==> src/rtl/leaf_pkg.sv <==
// Shared packet field widths, packet width derivation and packet assembly
// for the leaf output arbiter.
package leaf_pkg;

    localparam int LEAF_PAYLOAD_BITS_DEF = 32;
    localparam int LEAF_LEAF_BITS_DEF    = 5;
    localparam int LEAF_PORT_BITS_DEF    = 4;
    localparam int LEAF_ADDR_BITS_DEF    = 7;

    function automatic int packet_bits(int leaf_bits, int port_bits, int addr_bits,
                                       int payload_bits);
        return 1 + leaf_bits + port_bits + addr_bits + payload_bits;
    endfunction

    localparam int LEAF_PACKET_BITS_DEF = packet_bits(LEAF_LEAF_BITS_DEF, LEAF_PORT_BITS_DEF,
                                                      LEAF_ADDR_BITS_DEF, LEAF_PAYLOAD_BITS_DEF);

    // Layout MSB..LSB: valid, leaf, dport, addr, payload.
    function automatic logic [LEAF_PACKET_BITS_DEF-1:0] make_packet(
        logic [LEAF_LEAF_BITS_DEF-1:0]    leaf,
        logic [LEAF_PORT_BITS_DEF-1:0]    dport,
        logic [LEAF_ADDR_BITS_DEF-1:0]    addr,
        logic [LEAF_PAYLOAD_BITS_DEF-1:0] payload
    );
        return {1'b1, leaf, dport, addr, payload};
    endfunction

endpackage

==> src/rtl/leaf_out_arbiter_if.sv <==
// User-side stream bundle of the leaf output arbiter: payloads, valids, capture
// acks, resend stall and the registered packet toward the fabric.
interface leaf_out_arbiter_if #(
    parameter int PAYLOAD_BITS  = 32,
    parameter int NUM_OUT_PORTS = 7,
    parameter int PACKET_BITS   = 49
);
    logic [NUM_OUT_PORTS*PAYLOAD_BITS-1:0] din_leaf_user2interface;
    logic [NUM_OUT_PORTS-1:0]              vld_user2interface;
    logic [NUM_OUT_PORTS-1:0]              ack_interface2user;
    logic                                  resend;
    logic [PACKET_BITS-1:0]                dout_leaf_interface2bft;

    modport master (
        output din_leaf_user2interface, vld_user2interface, resend,
        input  ack_interface2user, dout_leaf_interface2bft
    );

    modport slave (
        input  din_leaf_user2interface, vld_user2interface, resend,
        output ack_interface2user, dout_leaf_interface2bft
    );
endinterface

==> src/rtl/leaf_rr_arbiter.sv <==
// One-hot request arbiter. LEAF_OUT_RR_EN selects round-robin; otherwise the
// search pointer stays at index 0, which is fixed priority with the lowest index winning.
module leaf_rr_arbiter #(
    parameter int NUM_REQ = 7
) (
    input  logic               clk,
    input  logic               reset,
    input  logic [NUM_REQ-1:0] req,
    output logic [NUM_REQ-1:0] gnt
);
    localparam int PTR_BITS = (NUM_REQ > 1) ? $clog2(NUM_REQ) : 1;

    logic [PTR_BITS-1:0] ptr_q, ptr_d;
    logic                found;
    int                  win;
    int                  idx;

    always_comb begin
        gnt   = '0;
        found = 1'b0;
        win   = 0;
        idx   = 0;
        for (int off = 0; off < NUM_REQ; off++) begin
            idx = int'(ptr_q) + off;
            if (idx >= NUM_REQ) idx = idx - NUM_REQ;
            if (!found && req[idx]) begin
                found = 1'b1;
                win   = idx;
            end
        end
        if (found) gnt[win] = 1'b1;

        ptr_d = ptr_q;
`ifdef LEAF_OUT_RR_EN
        if (found) ptr_d = (win == NUM_REQ - 1) ? '0 : PTR_BITS'(win + 1);
`endif
    end

    always_ff @(posedge clk) begin
        if (reset) ptr_q <= '0;
        else       ptr_q <= ptr_d;
    end

endmodule

==> src/rtl/leaf_out_arbiter.sv <==
// Arbitrates user output streams onto one fabric packet port, with a route table,
// per-port write addresses and receiver credits. LEAF_OUT_RR_EN selects round-robin arbitration.
module leaf_out_arbiter
    import leaf_pkg::*;
#(
    parameter int PAYLOAD_BITS          = LEAF_PAYLOAD_BITS_DEF,
    parameter int NUM_LEAF_BITS         = LEAF_LEAF_BITS_DEF,
    parameter int NUM_PORT_BITS         = LEAF_PORT_BITS_DEF,
    parameter int NUM_ADDR_BITS         = LEAF_ADDR_BITS_DEF,
    parameter int NUM_OUT_PORTS         = 7,
    parameter int FREESPACE_UPDATE_SIZE = 64,
    localparam int PACKET_BITS = packet_bits(NUM_LEAF_BITS, NUM_PORT_BITS, NUM_ADDR_BITS,
                                             PAYLOAD_BITS)
) (
    input  logic                     clk,
    input  logic                     reset,
    input  logic                     cfg_we,
    input  logic [NUM_PORT_BITS-1:0] cfg_port,
    input  logic [NUM_LEAF_BITS-1:0] cfg_leaf,
    input  logic [NUM_PORT_BITS-1:0] cfg_dport,
    input  logic                     credit_vld,
    input  logic [NUM_PORT_BITS-1:0] credit_port,
    leaf_out_arbiter_if.slave        bus
);
    localparam int CREDIT_BITS = NUM_ADDR_BITS + 1;
    localparam int CREDIT_MAX  = 2 ** NUM_ADDR_BITS;

    logic [NUM_ADDR_BITS-1:0] addr_q        [NUM_OUT_PORTS];
    logic [NUM_ADDR_BITS-1:0] addr_d        [NUM_OUT_PORTS];
    logic [CREDIT_BITS-1:0]   credit_q      [NUM_OUT_PORTS];
    logic [CREDIT_BITS-1:0]   credit_d      [NUM_OUT_PORTS];
    logic [NUM_LEAF_BITS-1:0] route_leaf_q  [NUM_OUT_PORTS];
    logic [NUM_LEAF_BITS-1:0] route_leaf_d  [NUM_OUT_PORTS];
    logic [NUM_PORT_BITS-1:0] route_dport_q [NUM_OUT_PORTS];
    logic [NUM_PORT_BITS-1:0] route_dport_d [NUM_OUT_PORTS];
    logic [NUM_OUT_PORTS-1:0] route_vld_q, route_vld_d;
    logic [PACKET_BITS-1:0]   dout_q, dout_d;

    logic [NUM_OUT_PORTS-1:0] req, gnt;
    logic [NUM_LEAF_BITS-1:0] sel_leaf;
    logic [NUM_PORT_BITS-1:0] sel_dport;
    logic [NUM_ADDR_BITS-1:0] sel_addr;
    logic [PAYLOAD_BITS-1:0]  sel_payload;
    logic [PACKET_BITS-1:0]   pkt;
    int unsigned              cr_sum;

    // Eligibility looks only at registered route/credit state, so same-cycle
    // config writes and credit returns take effect from the next cycle.
    always_comb begin
        req = '0;
        for (int i = 0; i < NUM_OUT_PORTS; i++) begin
            req[i] = bus.vld_user2interface[i] && route_vld_q[i] && (credit_q[i] != '0)
                     && !bus.resend && !reset;
        end
    end

    leaf_rr_arbiter #(
        .NUM_REQ (NUM_OUT_PORTS)
    ) u_arb (
        .clk   (clk),
        .reset (reset),
        .req   (req),
        .gnt   (gnt)
    );

    assign bus.ack_interface2user      = gnt;
    assign bus.dout_leaf_interface2bft = dout_q;

    always_comb begin
        sel_leaf    = '0;
        sel_dport   = '0;
        sel_addr    = '0;
        sel_payload = '0;
        cr_sum      = 0;
        route_vld_d = route_vld_q;
        for (int i = 0; i < NUM_OUT_PORTS; i++) begin
            addr_d[i]        = addr_q[i];
            route_leaf_d[i]  = route_leaf_q[i];
            route_dport_d[i] = route_dport_q[i];

            cr_sum = 32'(credit_q[i]);
            if (credit_vld && (int'(credit_port) == i + 1)) cr_sum = cr_sum + FREESPACE_UPDATE_SIZE;
            if (gnt[i]) begin
                cr_sum      = cr_sum - 1;
                addr_d[i]   = addr_q[i] + 1'b1;
                sel_leaf    = route_leaf_q[i];
                sel_dport   = route_dport_q[i];
                sel_addr    = addr_q[i];
                sel_payload = bus.din_leaf_user2interface[i*PAYLOAD_BITS +: PAYLOAD_BITS];
            end
            credit_d[i] = (cr_sum > CREDIT_MAX) ? CREDIT_BITS'(CREDIT_MAX) : CREDIT_BITS'(cr_sum);

            if (cfg_we && (int'(cfg_port) == i + 1)) begin
                route_vld_d[i]   = 1'b1;
                route_leaf_d[i]  = cfg_leaf;
                route_dport_d[i] = cfg_dport;
            end
        end
        dout_d = (|gnt) ? pkt : '0;
    end

    // The package helper is sized for the default field widths.
    if (PAYLOAD_BITS == LEAF_PAYLOAD_BITS_DEF && NUM_LEAF_BITS == LEAF_LEAF_BITS_DEF &&
        NUM_PORT_BITS == LEAF_PORT_BITS_DEF && NUM_ADDR_BITS == LEAF_ADDR_BITS_DEF) begin : g_pkt_pkg
        assign pkt = make_packet(sel_leaf, sel_dport, sel_addr, sel_payload);
    end else begin : g_pkt_generic
        assign pkt = {1'b1, sel_leaf, sel_dport, sel_addr, sel_payload};
    end

    always_ff @(posedge clk) begin
        if (reset) begin
            dout_q      <= '0;
            route_vld_q <= '0;
            for (int i = 0; i < NUM_OUT_PORTS; i++) begin
                addr_q[i]        <= '0;
                credit_q[i]      <= CREDIT_BITS'(CREDIT_MAX);
                route_leaf_q[i]  <= '0;
                route_dport_q[i] <= '0;
            end
        end else begin
            dout_q      <= dout_d;
            route_vld_q <= route_vld_d;
            for (int i = 0; i < NUM_OUT_PORTS; i++) begin
                addr_q[i]        <= addr_d[i];
                credit_q[i]      <= credit_d[i];
                route_leaf_q[i]  <= route_leaf_d[i];
                route_dport_q[i] <= route_dport_d[i];
            end
        end
    end

endmodule

==> src/flat_wrapper.sv <==
// flat-port wrapper written by rule: the top's interface ports become plain ports
module leaf_out_arbiter_flat import leaf_pkg::*;
#(
    parameter int PAYLOAD_BITS          = LEAF_PAYLOAD_BITS_DEF,
    parameter int NUM_LEAF_BITS         = LEAF_LEAF_BITS_DEF,
    parameter int NUM_PORT_BITS         = LEAF_PORT_BITS_DEF,
    parameter int NUM_ADDR_BITS         = LEAF_ADDR_BITS_DEF,
    parameter int NUM_OUT_PORTS         = 7,
    parameter int FREESPACE_UPDATE_SIZE = 64,
    localparam int PACKET_BITS = packet_bits(NUM_LEAF_BITS, NUM_PORT_BITS, NUM_ADDR_BITS,
                                             PAYLOAD_BITS)
)
  (clk, reset, cfg_we, cfg_port, cfg_leaf, cfg_dport, credit_vld, credit_port, bus_din_leaf_user2interface, bus_vld_user2interface, bus_resend, bus_ack_interface2user, bus_dout_leaf_interface2bft);
  leaf_out_arbiter_if #(.PAYLOAD_BITS(PAYLOAD_BITS), .NUM_OUT_PORTS(NUM_OUT_PORTS), .PACKET_BITS(49)) bus_i ();
  input  logic clk;
  input  logic reset;
  input  logic cfg_we;
  input  logic [NUM_PORT_BITS-1:0] cfg_port;
  input  logic [NUM_LEAF_BITS-1:0] cfg_leaf;
  input  logic [NUM_PORT_BITS-1:0] cfg_dport;
  input  logic credit_vld;
  input  logic [NUM_PORT_BITS-1:0] credit_port;
  input wire logic [$bits(bus_i.din_leaf_user2interface)-1:0] bus_din_leaf_user2interface;
  input wire logic [$bits(bus_i.vld_user2interface)-1:0] bus_vld_user2interface;
  input wire logic [$bits(bus_i.resend)-1:0] bus_resend;
  output wire logic [$bits(bus_i.ack_interface2user)-1:0] bus_ack_interface2user;
  output wire logic [$bits(bus_i.dout_leaf_interface2bft)-1:0] bus_dout_leaf_interface2bft;
  assign bus_i.din_leaf_user2interface = bus_din_leaf_user2interface;
  assign bus_i.vld_user2interface = bus_vld_user2interface;
  assign bus_i.resend = bus_resend;
  assign bus_ack_interface2user = bus_i.ack_interface2user;
  assign bus_dout_leaf_interface2bft = bus_i.dout_leaf_interface2bft;
  leaf_out_arbiter #(.PAYLOAD_BITS(PAYLOAD_BITS), .NUM_LEAF_BITS(NUM_LEAF_BITS), .NUM_PORT_BITS(NUM_PORT_BITS), .NUM_ADDR_BITS(NUM_ADDR_BITS), .NUM_OUT_PORTS(NUM_OUT_PORTS), .FREESPACE_UPDATE_SIZE(FREESPACE_UPDATE_SIZE)) u_core (.clk(clk), .reset(reset), .cfg_we(cfg_we), .cfg_port(cfg_port), .cfg_leaf(cfg_leaf), .cfg_dport(cfg_dport), .credit_vld(credit_vld), .credit_port(credit_port), .bus(bus_i));
endmodule
==> config.mk <==
export PLATFORM = sky130hd
export DESIGN_NAME = leaf_out_arbiter_flat
export DESIGN_NICKNAME = d
export VERILOG_FILES = /design/src/rtl/leaf_pkg.sv /design/src/rtl/leaf_out_arbiter_if.sv /design/src/rtl/leaf_rr_arbiter.sv /design/src/rtl/leaf_out_arbiter.sv /design/src/flat_wrapper.sv
export SDC_FILE = /design/constraint.sdc
export NUM_CORES = 1
export LEC_CHECK = 0
export ABC_AREA = 1
export CAP_MARGIN = 10
export CORE_MARGIN = 5
export CORE_UTILIZATION = 58
export CTS_CLUSTER_DIAMETER = 100
export DETAILED_ROUTE_END_ITERATION = 16
export DONT_BUFFER_PORTS = 1
export PLACE_DENSITY = 0.74
export SETUP_SLACK_MARGIN = 0.05
export SLEW_MARGIN = 10
export SYNTH_ARGS = -nofsm -noshare
export SYNTH_HDL_FRONTEND = slang
export SYNTH_SLANG_ARGS = --single-unit
export TNS_END_PERCENT = 30
==> constraint.sdc <==
create_clock -name clk -period 2.3 [get_ports clk]
set_input_delay 0.46 -clock clk [delete_from_list [all_inputs] [get_ports clk]]
set_output_delay 0.46 -clock clk [all_outputs]
set_load 0.02 [all_outputs]
# Word level (Yosys, flattened, before mapping)
# Memory sizes are Yosys's and may differ from the RTL's.
# Index checks and enable logic that the tools add are counted.
[totals] memories=4 regBits=56 inputBits=253 ramBits=168 output_inout_bits=56
[classes] addsub=21 n_mux=118 n_reduce_logical=66 bitwise=29 order_cmp=9 eq_ne=14
[memory_table] name="u_core.credit_q" words=7 word_bits=8 read_ports=7 rd_clocked_by_memory_dff=0 write_ports=7 line="leaf_out_arbiter.sv:30" rtl="logic [CREDIT_BITS-1:0] credit_q [NUM_OUT_PORTS];"
[memory_table] name="u_core.addr_q" words=7 word_bits=7 read_ports=7 rd_clocked_by_memory_dff=0 write_ports=7 line="leaf_out_arbiter.sv:28" rtl="logic [NUM_ADDR_BITS-1:0] addr_q [NUM_OUT_PORTS];"
[memory_table] name="u_core.route_leaf_q" words=7 word_bits=5 read_ports=7 rd_clocked_by_memory_dff=0 write_ports=7 line="leaf_out_arbiter.sv:32" rtl="logic [NUM_LEAF_BITS-1:0] route_leaf_q [NUM_OUT_PORTS];"
[memory_table] name="u_core.route_dport_q" words=7 word_bits=4 read_ports=7 rd_clocked_by_memory_dff=0 write_ports=7 line="leaf_out_arbiter.sv:34" rtl="logic [NUM_PORT_BITS-1:0] route_dport_q [NUM_OUT_PORTS];"
[ops] cell="$mux 32" count=26
[ops] cell="$gt 32x8->1 const B" count=7
[ops] cell="$sub 32x1->32 const B" count=7
[ops] cell="$mux 7" count=22
[ops] cell="$mux 8" count=14
[ops] cell="$mux 5" count=21
[ops] cell="$mux 4" count=21
[ops] cell="$add 8x7->9 const B" count=7
[ops] cell="$reduce_bool 8->1" count=7
[ops] cell="$add 7x1->7 const B" count=7
[ops] cell="$logic_and 1x1->1" count=49
[ops] cell="$mux 49" count=1
[ops] cell="$eq 4x4->1 const B" count=8
[ops] cell="$ge 32x1->1 const B" count=1
[ops] cell="$lt 32x5->1 const B" count=1
[ops] cell="$or 1x1->1" count=28
[ops] cell="$eq 4x3->1 const B" count=4
[ops] cell="$mux 1" count=12
[ops] cell="$eq 4x2->1 const B" count=2
[ops] cell="$logic_not 1->1" count=8
[ops] cell="$reduce_or 7->1" count=1
[ops] cell="$demux 1 s3" count=1
[ops] cell="$reduce_or 2->1" count=1
[ops] cell="$not 1->1" count=1

# Longest topological paths before layout
# Gate-level depths: netlist of run 1.
# An unclocked memory read counts as a cell.
[logic_depth] ltp_word=37 depth_mapped=19 depth_no_buf=19

# Modules after synthesis
# Synthesis of run 1 repeated with hierarchy kept, for this count alone.
[unflattened] hier_cells=1833 hier_area_um2=12134.1
[by_module_without_submodules] mod="leaf_out_arbiter" area_per_inst_um2=12056.6 cells_per_inst=1815 instances=1
[by_module_without_submodules] mod="leaf_rr_arbiter" area_per_inst_um2=77.6 cells_per_inst=18 instances=1

# Worst setup path after synthesis of run 1
# OpenSTA, ideal clock, no wires.
[synth_timing] kind="reg2out" from="memory u_core.credit_q[0][16] (netlist name)" to="output bus_ack_interface2user[6]" path_stages_with_launch=13 n_path_buf=2 arrival_ns=1.956 setup_slack_ns=-0.116 path_cell_list="dfxtp_1 > inv_1 > ha_1 > nand2_1 > nor2_1 > nand2_1 > nand2_1 > nand2_1 > nor2_4 > nand4_2 > inv_1 > buf_2 > buf_1"
[synth_lines] element="start: declaration" line="leaf_out_arbiter.sv:30"
[synth_lines] element="end: declaration" line="flat_wrapper.sv:26" rtl="output wire logic [$bits(bus_i.ack_interface2user)-1:0] bus_ack_interface2user;"

==> impl_metrics.yaml, run 1 <==
run_status:
  status: "finished with violations"
  violations: "negative setup slack"
setup_path:
  arrival_ns: 2.11
  critPathKind: "reg -> out"
  cp-end-kind: "primary output"
  crit_path_max_fanout: 7
  critical-path-slowest-cell: "dfxtp_2"
  cp_cell_sequence: "inv_2 -> ha_4 -> nand2_1 -> inv_1 -> nand3_2 -> nand2_4 -> nand2_8 -> nor2_4 -> buf_6 -> nand2_4 -> inv_8 -> buf_12"
  crit_path_frequent_cell: "nand2_4"
  slowest_delay_ns: 0.33
  ff2ff_setup_slack_ns: -0.20
  cp-start-kind: "register"
  critPathRequiredTime_ns: 1.84
routing:
  postRouteAntennaNets: 0
  num_vias: 12972
  first_pass_iters: 6
  remaining_drc_errors: 0
  viasPerCell: 5.94
  wl_per_cell_um: 20.5
  drt_wl_total_um: 44700
  first_iter_violations: 1436
clock_tree:
  cts_tree: "yes"
  clock-sinks: 224
  cts_inserted_buffers: 25
  insertion_delay_ns: 0.54
  clkSlewWorstSetupHoldPaths_ns: 0.06
  cts_buffer_depth: 3
  cts.htree.levels: 1
  cts_root_buf: "clkbuf_16"
cells_and_area:
  syn2layout_area_growth_pct: 33.8
  final_common_cell: "nand2_1"
  fin_nets: 2183
  final_cell_mix: "364 x nand2_1, 219 x nor2_1, 207 x dfxtp_1, 204 x inv_1, 154 x buf_4"
  drive_gt1_share_pct: 23.9
grt:
  grt_pass1_wl_um: 64500
  antenna_found_initial: 6
  grt_max_degree: 60
  grt_pass1_vias: 12240
  grt_overflow_total: 0
  gr-usage-all-layers_pct: 34.3
run:
  cap_violations: 0
placement:
  port_buffers: 0
  place_ws_ns: -0.237
  dpl.hpwl_um: 27400
  gp_congestion: 1.02
die:
  dieArea_um2: 23100
  rows: 52
  fp.dieW_um: 152
  ios: 309
  die_h_um: 152
  core_um2: 20000
  start_util_pct: 58.5
synthesis:
  yosysTopAreaCell: "dfxtp_1"
  ys_ff_latch: 224
  syn_inst: 1716
  syn_area_per_cell_um2: 6.83
  yosysUniqueCellTypes: 49
  yosysSeqAreaShare_pct: 38.3
  synth.area.top_cells: "dfxtp_1 38%, nand2_1 13%, nor2_1 7.9%, inv_1 7.4%, o21ai_0 5.4%"
  syn-cell-area_um2: 11700
  synth_fp_nets: 2005
  yosysWarningCount: 0
  yosysTopAreaCellShare_pct: 38.3
timing:
  skew_ns: 0.0155
  slew_headroom_pct: 52.9
  min_period_ns: 2.57
  fin_ws_ns: -0.267
  final-setup-viol-count: 51
  timing.final.crit_share_pct: 112
  drv_slew: 0
  hold_viol_final: 0
  worst_slew_pin_slew_ns: 0.705
  fmax_mhz: 390
  fin_worst_hold_slack_ns: 0.00805
  rsz0062_at_grt: "true"
worst_hold_path:
  hold_class: "in -> reg"
power_and_ir_drop:
  total_power_mw: 8.66
  p_per_area_nw_per_um2: 552
  vdd_drop_max_uv: 583
  p_leak_nw: 6.87
-- what timing repair did --
action | CTS | global route
gates resized for setup | 145 | 150
endpoints found under the setup margin | 110 | 136
buffers inserted | 53 | 18
hold buffers | 2 | 1
endpoints found under the hold margin | 10 | 1
pin swaps | 44 | 62
cloned | 9 | 1
-- cell usage after synthesis (all sizes together) --
library cell    n
o22ai           5
a311oi          1
o21a            2
o211ai          4
nor2          254
o21bai          4
o2111ai         9
nand3          62
o21ai         135
a21boi          5
ha             36
a31oi           2
buf            25
and3            1
a211oi          2
a221oi         30
clkbuf         39
o31ai           4
or2             3
xor2           36
nor4            7
dfxtp         224
inv           236
xnor2           7
nor3b          11
nand4          60
a22o            2
nor3           15
nand3b          3
nand2         402
o221ai          4
a21oi          86
-- where the power goes --
| part | switching, mW | internal (mW) | leakage (nW) |
|---|---|---|---|
| Sequential | 0.0377 | 3.92 | 1.81 |
| Clock | 1.71 | 2.58 | 0.421 |
| Combinational | 0.249 | 0.159 | 4.64 |
| Total | 1.99 | 6.67 | 6.87 |
-- area by class of cell --
| class | count | area, um^2 |
|---|---|---|
| Fill cell | 1366 | 4370 |
| Clock inverter | 11 | 164 |
| Multi-Input combinational cell | 1192 | 6890 |
| Sequential cell | 224 | 4510 |
| Clock buffer | 35 | 703 |
| Antenna cell | 2 | 5.00 |
| Inverter | 236 | 911 |
| Tap cell | 270 | 338 |
| Timing Repair Buffer | 215 | 2150 |
-- critical path: cells and delay by family, from the launching register on --
family                   cells  cell delay, ns
flip-flops                   1            0.33
adder cells (fa/ha/maj)      1            0.13
AND/OR/NAND/NOR              6            0.61
buffers and inverters        5            0.49
-- metrics by stage --
stage | cell area [um^2] | instances | utilization, % | TNS (ns)
2_1_floorplan | 11800 | 1716 | - | 0
3_3_place_gp | 12900 | 2053 | 64.2 | -2.59
3_5_place_dp | 12900 | 2053 | 64.2 | -7.45
4_1_cts | 14900 | 2163 | 74.5 | -0.832
5_1_grt | 15700 | 2185 | 78.2 | -12.86
6_report | 15700 | 2185 | 78.2 | -5.50
-- state kept, by name (all words and copies together) (netlist names) --
name,count
u_core.addr_q,49
u_core.bus.dout_leaf_interface2bft,49
u_core.credit_q,56
u_core.route_dport_q,28
u_core.route_leaf_q,35
u_core.route_vld_q,7
-- layer usage --
metal	vias up	wire length [um]	global-route usage, %
met4	6	2500	15.8
li1	5928	-	-
met2	773	21200	57.4
met5	-	29	0
met1	6063	16400	41.3
met3	202	4610	9.40
-- final timing paths --
kind | start | to | cells past startpoint
setup reg to reg | u_core.credit_q[0][15] | u_core.credit_q[0][52] | 18
hold reg to reg | u_core.route_dport_q[0][7] | u_core.route_dport_q[0][7] | 2
setup / recovery | u_core.credit_q[0][15] | bus_ack_interface2user[4] | 12
hold / removal | reset | u_core.addr_q[2][11] | 1
-- cells by family after synthesis --
kind of cell	synth area share, %
AND/OR/NAND/NOR	30.1
AO/OA/AOI/OAI	14.8
adder cells (fa/ha/maj)	3.84
buffers and inverters	9.77
XOR/XNOR	3.21
flip-flops	38.3
Note: power is estimated with default switching activity, not from simulation.
==> inputs of run 2 (changes only) <==
--- a/config.mk
+++ b/config.mk
@@ -8,11 +8,11 @@
 export ABC_AREA = 1
 export CAP_MARGIN = 10
 export CORE_MARGIN = 5
-export CORE_UTILIZATION = 58
+export CORE_UTILIZATION = 45
 export CTS_CLUSTER_DIAMETER = 100
 export DETAILED_ROUTE_END_ITERATION = 16
 export DONT_BUFFER_PORTS = 1
-export PLACE_DENSITY = 0.74
+export PLACE_DENSITY = 0.6
 export SETUP_SLACK_MARGIN = 0.05
 export SLEW_MARGIN = 10
 export SYNTH_ARGS = -nofsm -noshare
==> impl_metrics.yaml, run 2 (same netlist as run 1, synthesis figures left out) <==
grt:
  gr-usage-all-layers_pct: 24.4
  grt_overflow_total: 0
  grt_pass1_vias: 10726
  grt_pass1_wl_um: 57300
  antenna_found_initial: 0
  grt_max_degree: 91
routing:
  first_iter_violations: 897
  wl_met3_um: 3550
  top_layer_used: "met4"
  postRouteAntennaNets: 0
  drt_wl_total_um: 39700
  first_pass_iters: 6
  viasPerCell: 5.35
  remaining_drc_errors: 0
  wl_per_cell_um: 17.8
  wl_met2_um: 18300
  num_vias: 11964
  wl_met1_um: 17100
clock_tree:
  insertion_delay_ns: 0.54
  cts_buffer_depth: 3
  cts_inserted_buffers: 25
  clkSlewWorstSetupHoldPaths_ns: 0.06
  clock-sinks: 224
  cts_root_buf: "clkbuf_16"
  cts_tree: "yes"
  cts.htree.levels: 1
power_and_ir_drop:
  p_leak_nw: 6.69
  p_per_area_nw_per_um2: 546
  vdd_drop_max_uv: 687
worst_hold_path:
  whs_path_depth: 1
  hold_class: "in -> reg"
setup_path:
  critical-path-slowest-cell: "dfxtp_1"
  critPathKind: "reg -> out"
  crit_family: "simple AND/OR/NAND/NOR gates"
  arrival_ns: 2.03
  cp_cell_sequence: "nor2_1 -> nand4_1 -> inv_1 -> nand2_1 -> nand2_2 -> nand4_4 -> buf_6 -> inv_8 -> buf_12"
  crit_path_max_fanout: 4
  cp-end-kind: "primary output"
  r2r_cells: 18
  worst-path-buf-inv: 4
  critPathRequiredTime_ns: 1.84
  cp_num_cells: 9
  cp-start-kind: "register"
  slowest_delay_ns: 0.31
run_status:
  status: "finished with violations"
  violations: "negative setup slack"
timing:
  fin_ws_ns: -0.189
  timing.final.crit_share_pct: 108
  final-setup-viol-count: 15
  slew_headroom_pct: 46.4
  rsz0062_at_grt: "true"
  skew_ns: 0.0245
  hold_viol_final: 0
  fmax_mhz: 402
  worst_slew_pin_slew_ns: 0.804
  drv_slew: 0
  min_period_ns: 2.49
die:
  ios: 309
  rows: 59
  core_um2: 25800
  dieArea_um2: 29400
  fp.dieW_um: 171
  die_h_um: 171
  start_util_pct: 45.4
cells_and_area:
  final_util_pct: 59.8
  final_cell_mix: "375 x nand2_1, 213 x nor2_1, 203 x dfxtp_1, 200 x inv_1, 165 x buf_4"
  antennaDiodeCount: 0
  largest_reg_flops: 56
  syn2layout_area_growth_pct: 31.8
  drive_gt1_share_pct: 23.7
  multi_input_area_um2: 6840
  final_common_cell: "nand2_1"
  fin_nets: 2174
  nFillCells: 2357
  seqCellArea_um2: 4510
  top_register: "u_core.credit_q"
  instances_no_fill: 2236
placement:
  gp_congestion: 0.870
  dpl.hpwl_um: 27500
  port_buffers: 0
  place_ws_ns: -0.294
  place_inst: 2131
run:
  cap_violations: 0
run 2: cell types whose count changed in the layout (fill, tap and decap cells not counted), sizes merged:
cell / previous run / this run
clkinv: 4 / 3
bufbuf: 9 / 6
diode: 2 / 0
clkbuf: 36 / 34
buf: 202 / 197
bufinv: 4 / 3
run 2: repair_timing:
item / 4_1_cts / 5_1_grt
gates cloned: 6 / 0
hold buffers: 2 / 1
gates resized for setup: 106 / 153
setup endpoints to repair: 74 / 124
endpoints found under the hold margin: 11 / 1
buffers inserted: 29 / 25
pin swaps: 31 / 63
run 2: final cells by class:
type	instances	share of cell area [%]
Clock buffer	34	4.53
Clock inverter	9	0.907
Inverter	236	5.91
Multi-Input combinational cell	1192	44.3
Sequential cell	224	29.2
Tap cell	335	2.71
Timing Repair Buffer	206	12.5
run 2: metal layers:
layer  global-route usage (%)  up-vias
li1                         -     5916
met1                     33.9     5565
met2                     38.1      425
met3                     6.50       58
met4                     5.65        0
met5                        0        -
run 2: power breakdown:
part | leakage [nW] | total (mW) | switching, mW | internal (mW)
Sequential | 1.81 | 3.96 | 0.0373 | 3.93
Combinational | 4.47 | 0.403 | 0.236 | 0.167
Clock | 0.407 | 4.07 | 1.60 | 2.47
run 2: final timing paths:
kind / startpoint / endpoint / slack [ns]
hold reg to reg: u_core.route_leaf_q[1][8] / u_core.route_leaf_q[1][8] / 0.45
hold / removal: reset / u_core.addr_q[2][11] / 0.01
setup reg to reg: u_core.credit_q[0][22] / u_core.credit_q[0][33] / -0.04
setup / recovery: u_core.credit_q[0][43] / bus_ack_interface2user[6] / -0.19
run 2: worst reg2reg max path: stages (launching register included):
cell	delay [ns]
dfxtp_2	0.32
inv_2	0.07
ha_4	0.14
inv_1	0.04
nor2_1	0.12
nand2_1	0.08
nand2_2	0.10
nand2_4	0.07
nor2_4	0.13
buf_6	0.13
nand2_8	0.06
buf_8	0.14
buf_4	0.13
xor2_1	0.13
inv_1	0.08
nand3_2	0.07
o21bai_1	0.17
nand2_2	0.14
nor2_2	0.12
run 2: metrics by stage:
stage | TNS (ns) | hold WS, ns | area [um^2] | power (mW)
final | -0.992 | 0.0149 | 15400 | 8.44
after global routing | -7.22 | 0.00113 | 15400 | 8.74
after CTS | -1.03 | 0.000975 | 14700 | 8.48
after detailed placement | -7.32 | 0.439 | 13100 | 4.38
after global placement | -4.70 | 0.432 | 13100 | 4.37
after floorplan | 0 | 0.422 | 11800 | 4.26
